[config.mk]
export PLATFORM = sky130hd
export DESIGN_NAME = axi_wr_arbiter
export DESIGN_NICKNAME = d
export VERILOG_FILES = /design/src/rtl/axi_arb_pkg.sv /design/src/rtl/axi_wr_arbiter_rr_pick.sv /design/src/rtl/axi_wr_arbiter.sv
export SDC_FILE = /design/constraint.sdc
export NUM_CORES = 1
export LEC_CHECK = 0
export ABC_CLOCK_PERIOD_IN_PS = 5600
export CAP_MARGIN = 25
export CORE_AREA = 2 2 242 244
export CTS_CLUSTER_DIAMETER = 30
export DETAILED_ROUTE_END_ITERATION = 16
export DIE_AREA = 0 0 244 246
export PLACE_DENSITY_LB_ADDON = 0.2
export RECOVER_POWER = 50
export SLEW_MARGIN = 25
export SYNTH_ARGS = -nofsm -noshare
export SYNTH_HDL_FRONTEND = slang
export SYNTH_SLANG_ARGS = --single-unit
[constraint.sdc]
create_clock -name axi_aclk -period 5.6 [get_ports axi_aclk]
set_clock_uncertainty 0.2 [all_clocks]
set_input_delay 0.56 -clock axi_aclk [delete_from_list [all_inputs] [get_ports axi_aclk]]
set_output_delay 0.56 -clock axi_aclk [all_outputs]
set_load 0.02 [all_outputs]
[src/rtl/axi_arb_pkg.sv]
// Shared types and AXI encodings for the write-side arbiter and its picker.
package axi_arb_pkg;

  typedef enum logic [1:0] {
    IDLE = 2'd0,
    ADDR = 2'd1,
    DATA = 2'd2,
    RESP = 2'd3
  } arb_state_t;

  localparam logic [1:0] BURST_FIXED = 2'b00;
  localparam logic [1:0] BURST_INCR  = 2'b01;
  localparam logic [1:0] BURST_WRAP  = 2'b10;

  localparam logic [1:0] RESP_OKAY   = 2'b00;
  localparam logic [1:0] RESP_EXOKAY = 2'b01;
  localparam logic [1:0] RESP_SLVERR = 2'b10;
  localparam logic [1:0] RESP_DECERR = 2'b11;

endpackage

[src/rtl/axi_wr_arbiter_rr_pick.sv]
// Combinational round-robin picker: first set request after ptr, wrapping modulo N.
module rr_pick #(
  parameter int N  = 4,
  parameter int PW = (N > 1) ? $clog2(N) : 1
) (
  input  logic [N-1:0]  req,
  input  logic [PW-1:0] ptr,
  output logic [N-1:0]  gnt
);

  logic          found;
  logic [PW-1:0] idx;

  always_comb begin
    gnt   = '0;
    found = 1'b0;
    idx   = '0;
    // ptr itself is searched last, so the previous owner has lowest priority
    for (int k = 1; k <= N; k++) begin
      idx = PW'((int'(ptr) + k) % N);
      if (!found && req[idx]) begin
        gnt[idx] = 1'b1;
        found    = 1'b1;
      end
    end
  end

endmodule

[src/rtl/axi_wr_arbiter.sv]
// Round-robin arbiter sharing one AXI write port (AW/W/B) among NREQ requesters.
// Optional AXI_WR_ARB_BEAT_CHECK_EN: generate m_wlast from beat count and flag wlast errors.
module axi_wr_arbiter
  import axi_arb_pkg::*;
#(
  parameter int NREQ = 4,
  parameter int AW   = 32,
  parameter int DW   = 64
) (
  input  logic                 axi_aclk,
  input  logic                 rst,
  input  logic [NREQ*AW-1:0]   req_awaddr,
  input  logic [NREQ*8-1:0]    req_awlen,
  input  logic [NREQ*3-1:0]    req_awsize,
  input  logic [NREQ*2-1:0]    req_awburst,
  input  logic [NREQ-1:0]      req_awvalid,
  output logic [NREQ-1:0]      req_awready,
  input  logic [NREQ*DW-1:0]   req_wdata,
  input  logic [NREQ*DW/8-1:0] req_wstrb,
  input  logic [NREQ-1:0]      req_wlast,
  input  logic [NREQ-1:0]      req_wvalid,
  output logic [NREQ-1:0]      req_wready,
  output logic [1:0]           req_bresp,
  output logic [NREQ-1:0]      req_bvalid,
  input  logic [NREQ-1:0]      req_bready,
  output logic [AW-1:0]        m_awaddr,
  output logic [7:0]           m_awlen,
  output logic [2:0]           m_awsize,
  output logic [1:0]           m_awburst,
  output logic                 m_awvalid,
  input  logic                 m_awready,
  output logic [DW-1:0]        m_wdata,
  output logic [DW/8-1:0]      m_wstrb,
  output logic                 m_wlast,
  output logic                 m_wvalid,
  input  logic                 m_wready,
  input  logic [1:0]           m_bresp,
  input  logic                 m_bvalid,
  output logic                 m_bready,
  output logic [NREQ-1:0]      grant
`ifdef AXI_WR_ARB_BEAT_CHECK_EN
  ,
  output logic                 err_wlast
`endif
);

  localparam int SW = DW / 8;
  localparam int PW = (NREQ > 1) ? $clog2(NREQ) : 1;

  arb_state_t      state_reg;
  logic [NREQ-1:0] grant_reg;
  logic [PW-1:0]   rr_ptr_reg;
  logic [7:0]      beat_cnt_reg;

  logic [NREQ-1:0] pick;
  logic [PW-1:0]   grant_idx;

  logic [AW-1:0]   awaddr_arr  [NREQ];
  logic [7:0]      awlen_arr   [NREQ];
  logic [2:0]      awsize_arr  [NREQ];
  logic [1:0]      awburst_arr [NREQ];
  logic [DW-1:0]   wdata_arr   [NREQ];
  logic [SW-1:0]   wstrb_arr   [NREQ];

  logic [AW-1:0]   sel_awaddr;
  logic [7:0]      sel_awlen;
  logic [2:0]      sel_awsize;
  logic [1:0]      sel_awburst;
  logic [DW-1:0]   sel_wdata;
  logic [SW-1:0]   sel_wstrb;
  logic            sel_awvalid;
  logic            sel_wvalid;
  logic            sel_wlast;
  logic            sel_bready;

  logic in_addr, in_data, in_resp;
  logic aw_hs, w_hs, b_hs;

  generate
    for (genvar gi = 0; gi < NREQ; gi++) begin : g_unpack
      assign awaddr_arr[gi]  = req_awaddr[gi*AW +: AW];
      assign awlen_arr[gi]   = req_awlen[gi*8 +: 8];
      assign awsize_arr[gi]  = req_awsize[gi*3 +: 3];
      assign awburst_arr[gi] = req_awburst[gi*2 +: 2];
      assign wdata_arr[gi]   = req_wdata[gi*DW +: DW];
      assign wstrb_arr[gi]   = req_wstrb[gi*SW +: SW];
    end
  endgenerate

  rr_pick #(.N(NREQ), .PW(PW)) u_pick (
    .req (req_awvalid),
    .ptr (rr_ptr_reg),
    .gnt (pick)
  );

  // grant_reg is one-hot or zero, so a priority mux is equivalent to an AND-OR mux
  always_comb begin
    sel_awaddr  = '0;
    sel_awlen   = '0;
    sel_awsize  = '0;
    sel_awburst = '0;
    sel_wdata   = '0;
    sel_wstrb   = '0;
    grant_idx   = '0;
    for (int i = 0; i < NREQ; i++) begin
      if (grant_reg[i]) begin
        sel_awaddr  = awaddr_arr[i];
        sel_awlen   = awlen_arr[i];
        sel_awsize  = awsize_arr[i];
        sel_awburst = awburst_arr[i];
        sel_wdata   = wdata_arr[i];
        sel_wstrb   = wstrb_arr[i];
        grant_idx   = PW'(i);
      end
    end
  end

  assign sel_awvalid = |(req_awvalid & grant_reg);
  assign sel_wvalid  = |(req_wvalid & grant_reg);
  assign sel_wlast   = |(req_wlast & grant_reg);
  assign sel_bready  = |(req_bready & grant_reg);

  assign in_addr = (state_reg == ADDR);
  assign in_data = (state_reg == DATA);
  assign in_resp = (state_reg == RESP);

  assign m_awvalid = in_addr & sel_awvalid;
  assign m_awaddr  = in_addr ? sel_awaddr  : '0;
  assign m_awlen   = in_addr ? sel_awlen   : '0;
  assign m_awsize  = in_addr ? sel_awsize  : '0;
  assign m_awburst = in_addr ? sel_awburst : '0;

  assign m_wvalid = in_data & sel_wvalid;
  assign m_wdata  = in_data ? sel_wdata : '0;
  assign m_wstrb  = in_data ? sel_wstrb : '0;

`ifdef AXI_WR_ARB_BEAT_CHECK_EN
  assign m_wlast   = in_data & (beat_cnt_reg == 8'd0);
  assign err_wlast = w_hs & (sel_wlast != (beat_cnt_reg == 8'd0));
`else
  assign m_wlast   = in_data & sel_wlast;
`endif

  assign m_bready  = in_resp & sel_bready;
  assign req_bresp = m_bresp;

  assign req_awready = in_addr ? (grant_reg & {NREQ{m_awready}}) : '0;
  assign req_wready  = in_data ? (grant_reg & {NREQ{m_wready}})  : '0;
  assign req_bvalid  = in_resp ? (grant_reg & {NREQ{m_bvalid}})  : '0;

  assign aw_hs = m_awvalid & m_awready;
  assign w_hs  = m_wvalid & m_wready;
  assign b_hs  = m_bvalid & m_bready;

  assign grant = grant_reg;

  always_ff @(posedge axi_aclk) begin
    if (rst) begin
      state_reg    <= IDLE;
      grant_reg    <= '0;
      rr_ptr_reg   <= PW'(NREQ - 1);
      beat_cnt_reg <= '0;
    end else begin
      case (state_reg)
        IDLE: begin
          if (|req_awvalid) begin
            grant_reg <= pick;
            state_reg <= ADDR;
          end
        end
        ADDR: begin
          if (aw_hs) begin
            beat_cnt_reg <= sel_awlen;
            state_reg    <= DATA;
          end
        end
        DATA: begin
          if (w_hs) begin
            if (beat_cnt_reg != 8'd0) begin
              beat_cnt_reg <= beat_cnt_reg - 8'd1;
            end
            if (m_wlast) begin
              state_reg <= RESP;
            end
          end
        end
        RESP: begin
          if (b_hs) begin
            rr_ptr_reg <= grant_idx;
            grant_reg  <= '0;
            state_reg  <= IDLE;
          end
        end
        default: begin
          grant_reg <= '0;
          state_reg <= IDLE;
        end
      endcase
    end
  end

endmodule
After elaboration in Yosys (flattened, before gate mapping)
Cells that the tools add are included.
{"block": "classes", "n_addsub": 4, "order_cmp": 8, "eq_ne": 8, "muxes": 68, "n_bitwise": 17, "reduce_logical": 20}
{"cell": "64-bit 2-to-1 mux", "count": 5}
{"cell": "32-bit 2-to-1 mux", "count": 5}
{"cell": "8-bit 2-to-1 mux", "count": 10}
{"cell": "4-bit 2-to-1 mux", "count": 9}
{"cell": "4-bit bitwise AND", "count": 7}
{"cell": "2-bit 2-to-1 mux", "count": 12}
{"cell": "4-bit OR reduction", "count": 5}
{"cell": "3-bit 2-to-1 mux", "count": 5}
{"cell": "2-bit by 3-bit less-than comparator with 1-bit output (second input constant)", "count": 4}
{"cell": "1-bit 2-to-1 mux", "count": 12}
{"cell": "4-bit OR", "count": 3}
{"cell": "1-bit binary-select mux with 2-bit select", "count": 4}
{"cell": "1-bit demux with 2-bit select", "count": 4}
{"cell": "2-bit by 1-bit greater-or-equal comparator with 1-bit output (second input constant)", "count": 4}
{"cell": "2-bit one-hot mux with 4 select lines", "count": 1}
{"cell": "4-bit one-hot mux with 2 select lines", "count": 1}
{"cell": "1-bit bitwise AND", "count": 7}
{"cell": "1-bit logical AND", "count": 7}
{"cell": "2-bit by 1-bit != test with 1-bit output (second input constant)", "count": 3}
{"cell": "5-bit AND reduction", "count": 1}
{"cell": "2-bit by 1-bit adder with 2-bit output (second input constant)", "count": 2}
{"cell": "2-bit adder (second input constant)", "count": 2}
{"cell": "2-bit == test (second input constant)", "count": 2}
{"cell": "2-bit != test (second input constant)", "count": 2}
{"cell": "other kinds (6)", "count": 8}
{"block": "word_totals", "register_bits": 8, "input_bits": 491, "output_inout_bits": 139, "wordCells": 128}

Longest topological paths before layout
Gate-level depths: netlist of the first run.
{"block": "depth", "depth_word": 15, "ltp_mapped": 8, "ltp_nobuf": 7}

Hierarchy
A second synthesis of the first run with hierarchy kept.
{"block": "hier_totals", "cells_unflattened": 588, "hier_area_um2": 4047.6}
{"module": "axi_wr_arbiter", "instances": 1, "cells_per_inst": 550, "area_each_um2": 3689.8}
{"module": "rr_pick", "instances": 1, "cells_per_inst": 38, "area_each_um2": 357.8}

Worst setup path before layout of the first run
Ideal clock, no wire load.
{"block": "synth_timing", "path_kind": "reg-to-output", "start": "register state_reg[0]", "end": "output port m_wdata[62]", "arrival_ns": 1.781, "slack_ns": 3.059, "path_stages_with_launch": 8, "path_cell_list": "dfxtp_1 inv_1 ha_1 clkbuf_1 clkbuf_1 clkbuf_1 o221ai_1 a21oi_1"}
{"block": "synth_via", "elab_chain_len": 2}
{"item": "start: declaration", "line": "axi_wr_arbiter.sv:50", "source": "arb_state_t state_reg;"}
{"item": "start signal: assignment", "line": "axi_wr_arbiter.sv:159", "source": "state_reg <= IDLE;"}
{"item": "start signal: assignment", "line": "axi_wr_arbiter.sv:168", "source": "state_reg <= ADDR;"}
{"item": "start signal: assignment", "line": "axi_wr_arbiter.sv:174", "source": "state_reg <= DATA;"}
{"item": "2-bit == test"}
{"item": "64-bit 2-to-1 mux", "line": "axi_wr_arbiter.sv:134", "source": "assign m_wdata = in_data ? sel_wdata : '0;"}
{"item": "end: declaration", "line": "axi_wr_arbiter.sv:32", "source": "output logic [DW-1:0] m_wdata,"}
No other way between the ends.

Worst setup path after layout of the first run
{"block": "layout_timing", "start": "register grant_reg[1], in the netlist grant[1]", "end": "output port m_wdata[2]"}
{"block": "layout_via", "elab_chain_len": 4}
{"item": "start: declaration", "line": "axi_wr_arbiter.sv:51", "source": "logic [NREQ-1:0] grant_reg;"}
{"item": "start signal: assignment", "line": "axi_wr_arbiter.sv:167", "source": "grant_reg <= pick;"}
{"item": "64-bit 2-to-1 mux (3 in series)", "line": "axi_wr_arbiter.sv:106", "source": "if (grant_reg[i]) begin"}
{"item": "64-bit 2-to-1 mux", "line": "axi_wr_arbiter.sv:134"}
No other way between the ends.

==> flow_summary_export.csv, run 1 <==
group,metric,value,unit
floorplanning,die_h,246,µm
worst_setup_path,worstSetupPathType,"reg -> out",
drt,routedWlPerCell,20.73,µm
synth,synth_edf_count,0,
clock_network,clockBufferDepth,2,
synth,seq_area_frac_synth,4.140,%
layout,syn_to_final_growth,184.2,%
sta,maxSlewHeadroom,-29.65,%
placement,dpl.hpwl,31710,µm
clock_network,path_clk_slew,0.04,ns
layout,largest_reg_flops,4,
drt,antenna_left,0,
placement,pre_cts_slack,1.565,ns
sta,worst_slack,0.8557,ns
worst_setup_path,cp_slowest_cell,"dfxtp_1",
flow_run,maxCapViolCount,1,
synth,ys_ff_latch,8,
synth,synth_nets,1072,
drt,routed_wl,39360,µm
synth,synth.distinct_cells,34,
synth,synth_warnings,0,
sta,period_minus_slack,4.744,ns
placement,gp_congestion,0.8365,
run_status,status,"complete, but fails checks",
global_routing,antenna_found_initial,2,
drt,drtPass1Iterations,4,
worst_setup_path,end_kind,"output port",
worst_setup_path,cp-start-kind,"register",
synth,synthArstFlopShare,0,%
sta,finalMaxSlewViolations,43,
run_status,violations,"capacitance limit, slew limit",
clock_network,cts_buffers,3,
clock_network,cts_resized,0,
global_routing,grt-ovfl-total,0,
drt,first_iter_violations,282,
global_routing,gr-max-usage-layer,"met2",
sta,fin_crit_sh,84.72,%
placement,portBuffers,625,
power_and_ir_drop,vdd_drop_max,0.1093,mV
power_and_ir_drop,power_density,183.0,nW/µm²
sta,hold_viol_final,0,
global_routing,track_usage,11.80,%
global_routing,grt_pass1_wl,53250,µm
floorplanning,die_x,244,µm
placement,placedCellCount,1894,
floorplanning,coreArea,57370,µm²
worst_setup_path,cp_cell_sequence,"buf_4 > a22oi_1 > a21oi_1 > clkdlybuf4s50_1",
drt,vias,7549,
clock_network,cts_setup_buffers,0,
layout,drive_gt1_share,3.001,%
sta,rsz0062_at_grt,"false",
layout,stdcell_count,1899,
clock_network,htreeDepth,1,
synth,synth-main-ff-cell,"dfxtp_1",
global_routing,use_met2,22.34,%
power_and_ir_drop,static-leakage-power,3.491,nW
global_routing,grt_max_degree,61,
worst_setup_path,slowest_delay,1.61,ns
drt,avgViaCountPerCell,3.975,
sta,finalSetupViolations,0,
worst_setup_path,crit_required,4.84,ns
floorplanning,initial_core_util,6.744,%
floorplanning,rows,88,
clock_network,clk_latency,0.23,ns
layout,nets,1638,
floorplanning,num_io_pins,630,
clock_network,clock-sinks,8,
worst_setup_path,cp_data_arrival_time,3.98,ns
sta,setup-tns-final,0,ns
drt,drcViolationCount,0,
clock_network,cts_root_buffer,"clkbuf_16",
synth,syn_inst,568,
synth,synthesis.area,3869,µm²
global_routing,grt_util_met1,13.41,%
global_routing,grt_pass1_vias,7702,
floorplanning,die_area,60020,µm²
worst_setup_path,path_max_fanout,55,
sta,tightest_slew,1.945,ns
layout,final_util,19.17,%
sta,maxClockFrequency,0.2108,GHz
synth,avgSynthCellArea,6.811,µm²
global_routing,met3_usage,2.832,%
power_and_ir_drop,power.total,0.002012,W
clock_network,cts_tree,"yes",
clock_network,hold_buffers,0,
hold_path,min_path_type,"reg -> reg",
-- metrics by stage --
step / area, µm² / hold WS (ns)
5_1_grt: 10990 / 0.3566
3_3_place_gp: 10930 / 0.3280
3_5_place_dp: 10930 / 0.3317
4_1_cts: 11010 / 0.3403
6_report: 11000 / 0.3344
2_1_floorplan: 3869 / 0.2677
-- final cells by class --
class	count	area, µm²
clock buffer	4	78.83
timing repair buffer	646	6402
tap	765	957.2
multi-input combinational	467	3362
inverter	8	32.53
sequential	8	160.2
fill	6409	46370
antenna	1	2.502
-- cell usage after synthesis, types with 2 or more instances --
cell	count	area [µm²]
dfxtp_1	8	160.2
clkbuf_1	63	236.5
a21oi_1	123	615.6
inv_1	8	30.03
nor2b_1	20	125.1
nand2_1	11	41.29
o21a_1	2	15.01
o21ai_0	4	20.02
buf_2	19	95.09
and2_1	3	18.77
a32o_1	4	40.04
nor3_1	9	45.04
buf_4	2	15.01
o221ai_1	108	945.9
mux2i_1	5	50.05
mux2_2	3	33.78
nor2_1	9	33.78
a22o_1	4	35.03
and3_1	10	62.56
ha_1	13	162.7
or3b_1	4	35.03
a22oi_1	112	840.8
a211o_2	4	40.04
a221oi_1	10	87.58
-- power by group --
group          switching, W  internal [W]  total [W]
logic              0.000934      0.000848    0.00178
clock network     0.0000286     0.0000949   0.000123
registers         0.0000373     0.0000692   0.000106
total               0.00100       0.00101    0.00201
-- cell families after synthesis --
family / Yosys count / share of synthesized area (%)
adders and majority gates: 13 / 4.205
and+or+nand+nor: 70 / 10.03
AOI/OAI and AO/OA: 375 / 69.02
muxes: 9 / 2.749
DFF: 8 / 4.140
buffers and inverters: 93 / 9.864
-- path summary, 6_finish.rpt --
kind	endpoint	startpoint	slack (ns)	cells after the start
min	state_reg[0]$_SDFFE_PP0P_	state_reg[0]$_SDFFE_PP0P_	0.33	1
min reg2reg	state_reg[0]$_SDFFE_PP0P_	state_reg[0]$_SDFFE_PP0P_	0.33	1
max reg2reg	state_reg[1]$_SDFFE_PP0P_	grant[1]$_SDFFE_PP0P_	2.25	6
max	m_wdata[2]	grant[1]$_SDFFE_PP0P_	0.86	4
-- cell usage in the layout, fill, tap and decap left out, types with 2 or more instances in the layout --
cell type	synthesis	layout
clkdlybuf4s50_1	0	571
a21oi_1	123	123
a22oi_1	112	112
o221ai_1	108	108
dlygate4sd3_1	0	54
nor2b_1	20	19
buf_4	2	18
ha_1	13	12
and3_1	10	10
nand2_1	11	10
a221oi_1	10	10
nor3_1	9	9
nor2_1	9	8
dfxtp_1	8	8
inv_1	8	7
mux2i_1	5	5
a22o_1	4	4
a32o_1	4	4
or3b_1	4	4
a211o_2	4	4
o21ai_0	4	4
clkbuf_1	63	4
and2_1	3	3
mux2_2	3	3
clkbuf_16	0	3
o21a_1	2	2
-- routing by layer --
layer  up-vias  part of all wire [%]
met1      3543                    39
met5         -                 0.033
met3        28                   8.0
li1       3541                     -
met2       435                    52
met4         2                   1.5
-- critical path: cells and delay by family (launching register included) --
kind,cells,cell delay [ns]
flops,1,1.61
buf+inv,2,1.43
compound gates,2,0.63
(Power assumes the default switching activity.)
==> run 2, diff against run 1 <==
ABC_CLOCK_PERIOD_IN_PS = 4250   (was 5600)
CORE_AREA = 2 2 249 251   (was 2 2 242 244)
DIE_AREA = 0 0 251 253   (was 0 0 244 246)
clock period = 4.25 ns   (was 5.6 ns; I/O delays follow)
==> run 2 against run 1 <==
Register-to-register slack got worse by 1.0 ns; critical endpoint is now m_wdata[11]; design area is 0.96% higher; the flow now finishes without violations; first-iteration DRC count up 81%.
==> flow_summary_export.csv, run 2 (synthesis gave the netlist of run 1 again) <==
group,metric,value,unit
global_routing,grt_pass1_wl,54160,µm
drt,drcViolationCount,0,
sta,hold_viol_final,0,
clock_network,clk_latency,0.23,ns
drt,vias,7671,
layout,nets,1633,
drt,routed_wl,39930,µm
drt,avgViaCountPerCell,3.991,
worst_setup_path,cp_cell_sequence,"clkbuf_1 > nor2_4 > buf_12 > a21oi_1 > clkdlybuf4s50_1",
floorplanning,num_io_pins,630,
power_and_ir_drop,vdd_drop_max,0.1233,mV
drt,antenna_left,0,
power_and_ir_drop,switching_share,48.87,%
worst_setup_path,crit_required,3.62,ns
placement,gp_congestion,0.7957,
global_routing,track_usage,11.37,%
worst_setup_path,cp_slowest_cell,"clkbuf_1",
worst_setup_path,cp_data_arrival_time,3.12,ns
clock_network,cts_resized,0,
sta,period_minus_slack,3.740,ns
sta,rsz0062_at_grt,"false",
clock_network,htreeDepth,1,
sta,setup-tns-final,0,ns
hold_path,min_path_type,"reg -> reg",
clock_network,clockBufferDepth,2,
sta,whs,0.2942,ns
hold_path,min_from,"state_reg[1]$_SDFFE_PP0P_",
clock_network,clock-sinks,8,
global_routing,antenna_found_initial,6,
power_and_ir_drop,p_seq_share,5.6,%
drt,drtPass1Iterations,4,
clock_network,hold_buffers,0,
worst_setup_path,path_max_fanout,77,
layout,layout_commonest_cell,"clkdlybuf4s50_1",
global_routing,grt-ovfl-total,0,
drt,first_iter_violations,510,
worst_setup_path,slowest_delay,1.04,ns
layout,n_fill_cell,6851,
layout,drive_gt1_share,2.926,%
layout,largest_reg_flops,4,
clock_network,path_clk_slew,0.04,ns
layout,syn_to_final_growth,186.9,%
clock_network,cts_buffers,3,
power_and_ir_drop,power_frac_comb,88.4,%
floorplanning,die_x,251,µm
worst_setup_path,end_kind,"output port",
drt,routedWlPerCell,20.77,µm
power_and_ir_drop,power_frac_clock,6.0,%
sta,finalSetupViolations,0,
power_and_ir_drop,cell_internal_pwr,0.001362,W
worst_setup_path,cp-start-kind,"register",
sta,fin_crit_sh,88.01,%
sta,tightest_slew,1.418,ns
sta,maxClockFrequency,0.2673,GHz
flow_run,maxCapViolCount,0,
placement,portBuffers,625,
power_and_ir_drop,static-leakage-power,3.523,nW
global_routing,grt_pass1_vias,7777,
layout,final_cell_mix,"568 x clkdlybuf4s50_1, 123 x a21oi_1, 112 x a22oi_1, 108 x o221ai_1, 57 x dlygate4sd3_1",
worst_setup_path,r2r_cells,6,
worst_setup_path,reg2reg_slack,1.21,ns
layout,stdcell_count,1922,
sta,maxSlewHeadroom,5.488,%
clock_network,cts_root_buffer,"clkbuf_16",
clock_network,cts_tree,"yes",
power_and_ir_drop,power_density,240.0,nW/µm²
worst_setup_path,worstReg2RegEnd,"state_reg[1]$_SDFFE_PP0P_",
floorplanning,coreArea,61030,µm²
clock_network,cts_setup_buffers,0,
hold_path,min_path_cells,2,
power_and_ir_drop,p_sw,0.001302,W
worst_setup_path,r2r-start,"grant[3]$_SDFFE_PP0P_",
run_status,status,"complete, no violations",
worst_setup_path,worstSetupPathType,"reg -> out",
floorplanning,rows,91,
placement,placedCellCount,1914,
floorplanning,initial_core_util,6.339,%
floorplanning,die_h,253,µm
global_routing,grt_max_degree,111,
hold_path,hold_path_end,"state_reg[1]$_SDFFE_PP0P_",
floorplanning,die_area,63500,µm²
placement,dpl.hpwl,31970,µm
sta,finalMaxSlewViolations,0,
==> run 2: cell count changes in the layout (fill, tap and decap cells not counted), sizes merged <==
cell,before,now
buf,18,15
clkbuf,7,5
clkdlybuf4s50,571,568
diode,1,4
dlygate4sd3,54,57
==> run 2: worst max-delay path by stage <==
stage,from,end,slack (ns),cells after the start
final,grant[3]$_SDFFE_PP0P_,m_wdata[11],0.51,5
after CTS,grant[0]$_SDFFE_PP0P_,m_wdata[60],0.83,5
after floorplan,rr_ptr_reg[0]$_SDFFE_PP1P_,grant[1]$_SDFFE_PP0P_,1.83,6
after global routing,grant[3]$_SDFFE_PP0P_,m_wdata[60],0.36,5
after detailed placement,grant[0]$_SDFFE_PP0P_,m_wdata[60],1.08,5
after global placement,grant[0]$_SDFFE_PP0P_,m_wdata[60],1.07,5
==> run 2: per-layer routing <==
layer / part of all wire [%] / GRT usage [%]
met5: 0.033 / 0
met3: 7.1 / 2.005
met4: 2.8 / 3.741
met2: 50 / 20.53
met1: 40 / 13.54
==> run 2: layout make-up <==
| type | instances | area (µm²) | share of cell area, % |
|---|---|---|---|
| flip-flops and latches | 8 | 163.9 | 1.477 |
| inverters | 8 | 32.53 | 0.2931 |
| well taps | 790 | 988.4 | 8.904 |
| multi-input cells | 467 | 3354 | 30.22 |
| repair buffers | 641 | 6472 | 58.31 |
| diodes | 4 | 10.01 | 0.09017 |
| clock buffers | 4 | 78.83 | 0.7101 |
==> run 2: worst max-delay path: cells and delay by family (launching register included) <==
| family | cells | cell delay, ns |
|---|---|---|
| buffers and inverters | 3 | 1.94 |
| DFF | 1 | 0.36 |
| AOI/OAI and AO/OA | 1 | 0.35 |
| and+or+nand+nor | 1 | 0.04 |
==> run 2: power by group through the flow <==
stage	clock network (W)	logic, W	registers, W
detailed placement	0	0.00240	0.000152
global placement	0	0.00241	0.000151
finish	0.000160	0.00236	0.000148
CTS	0.000164	0.00241	0.000150
global route	0.000171	0.00255	0.000155
floorplan	0	0.00121	0.000110
==> run 2: metrics by stage <==
stage,setup WS (ns),cell area (µm²),power (W),util [%]
2_1_floorplan,1.831,3869,0.001318,-
4_1_cts,0.8315,11090,0.002729,18.18
5_1_grt,0.3627,11100,0.002874,18.19
6_report,0.5096,11100,0.002664,18.19
3_3_place_gp,1.074,11020,0.002566,18.05
3_5_place_dp,1.080,11020,0.002554,18.05
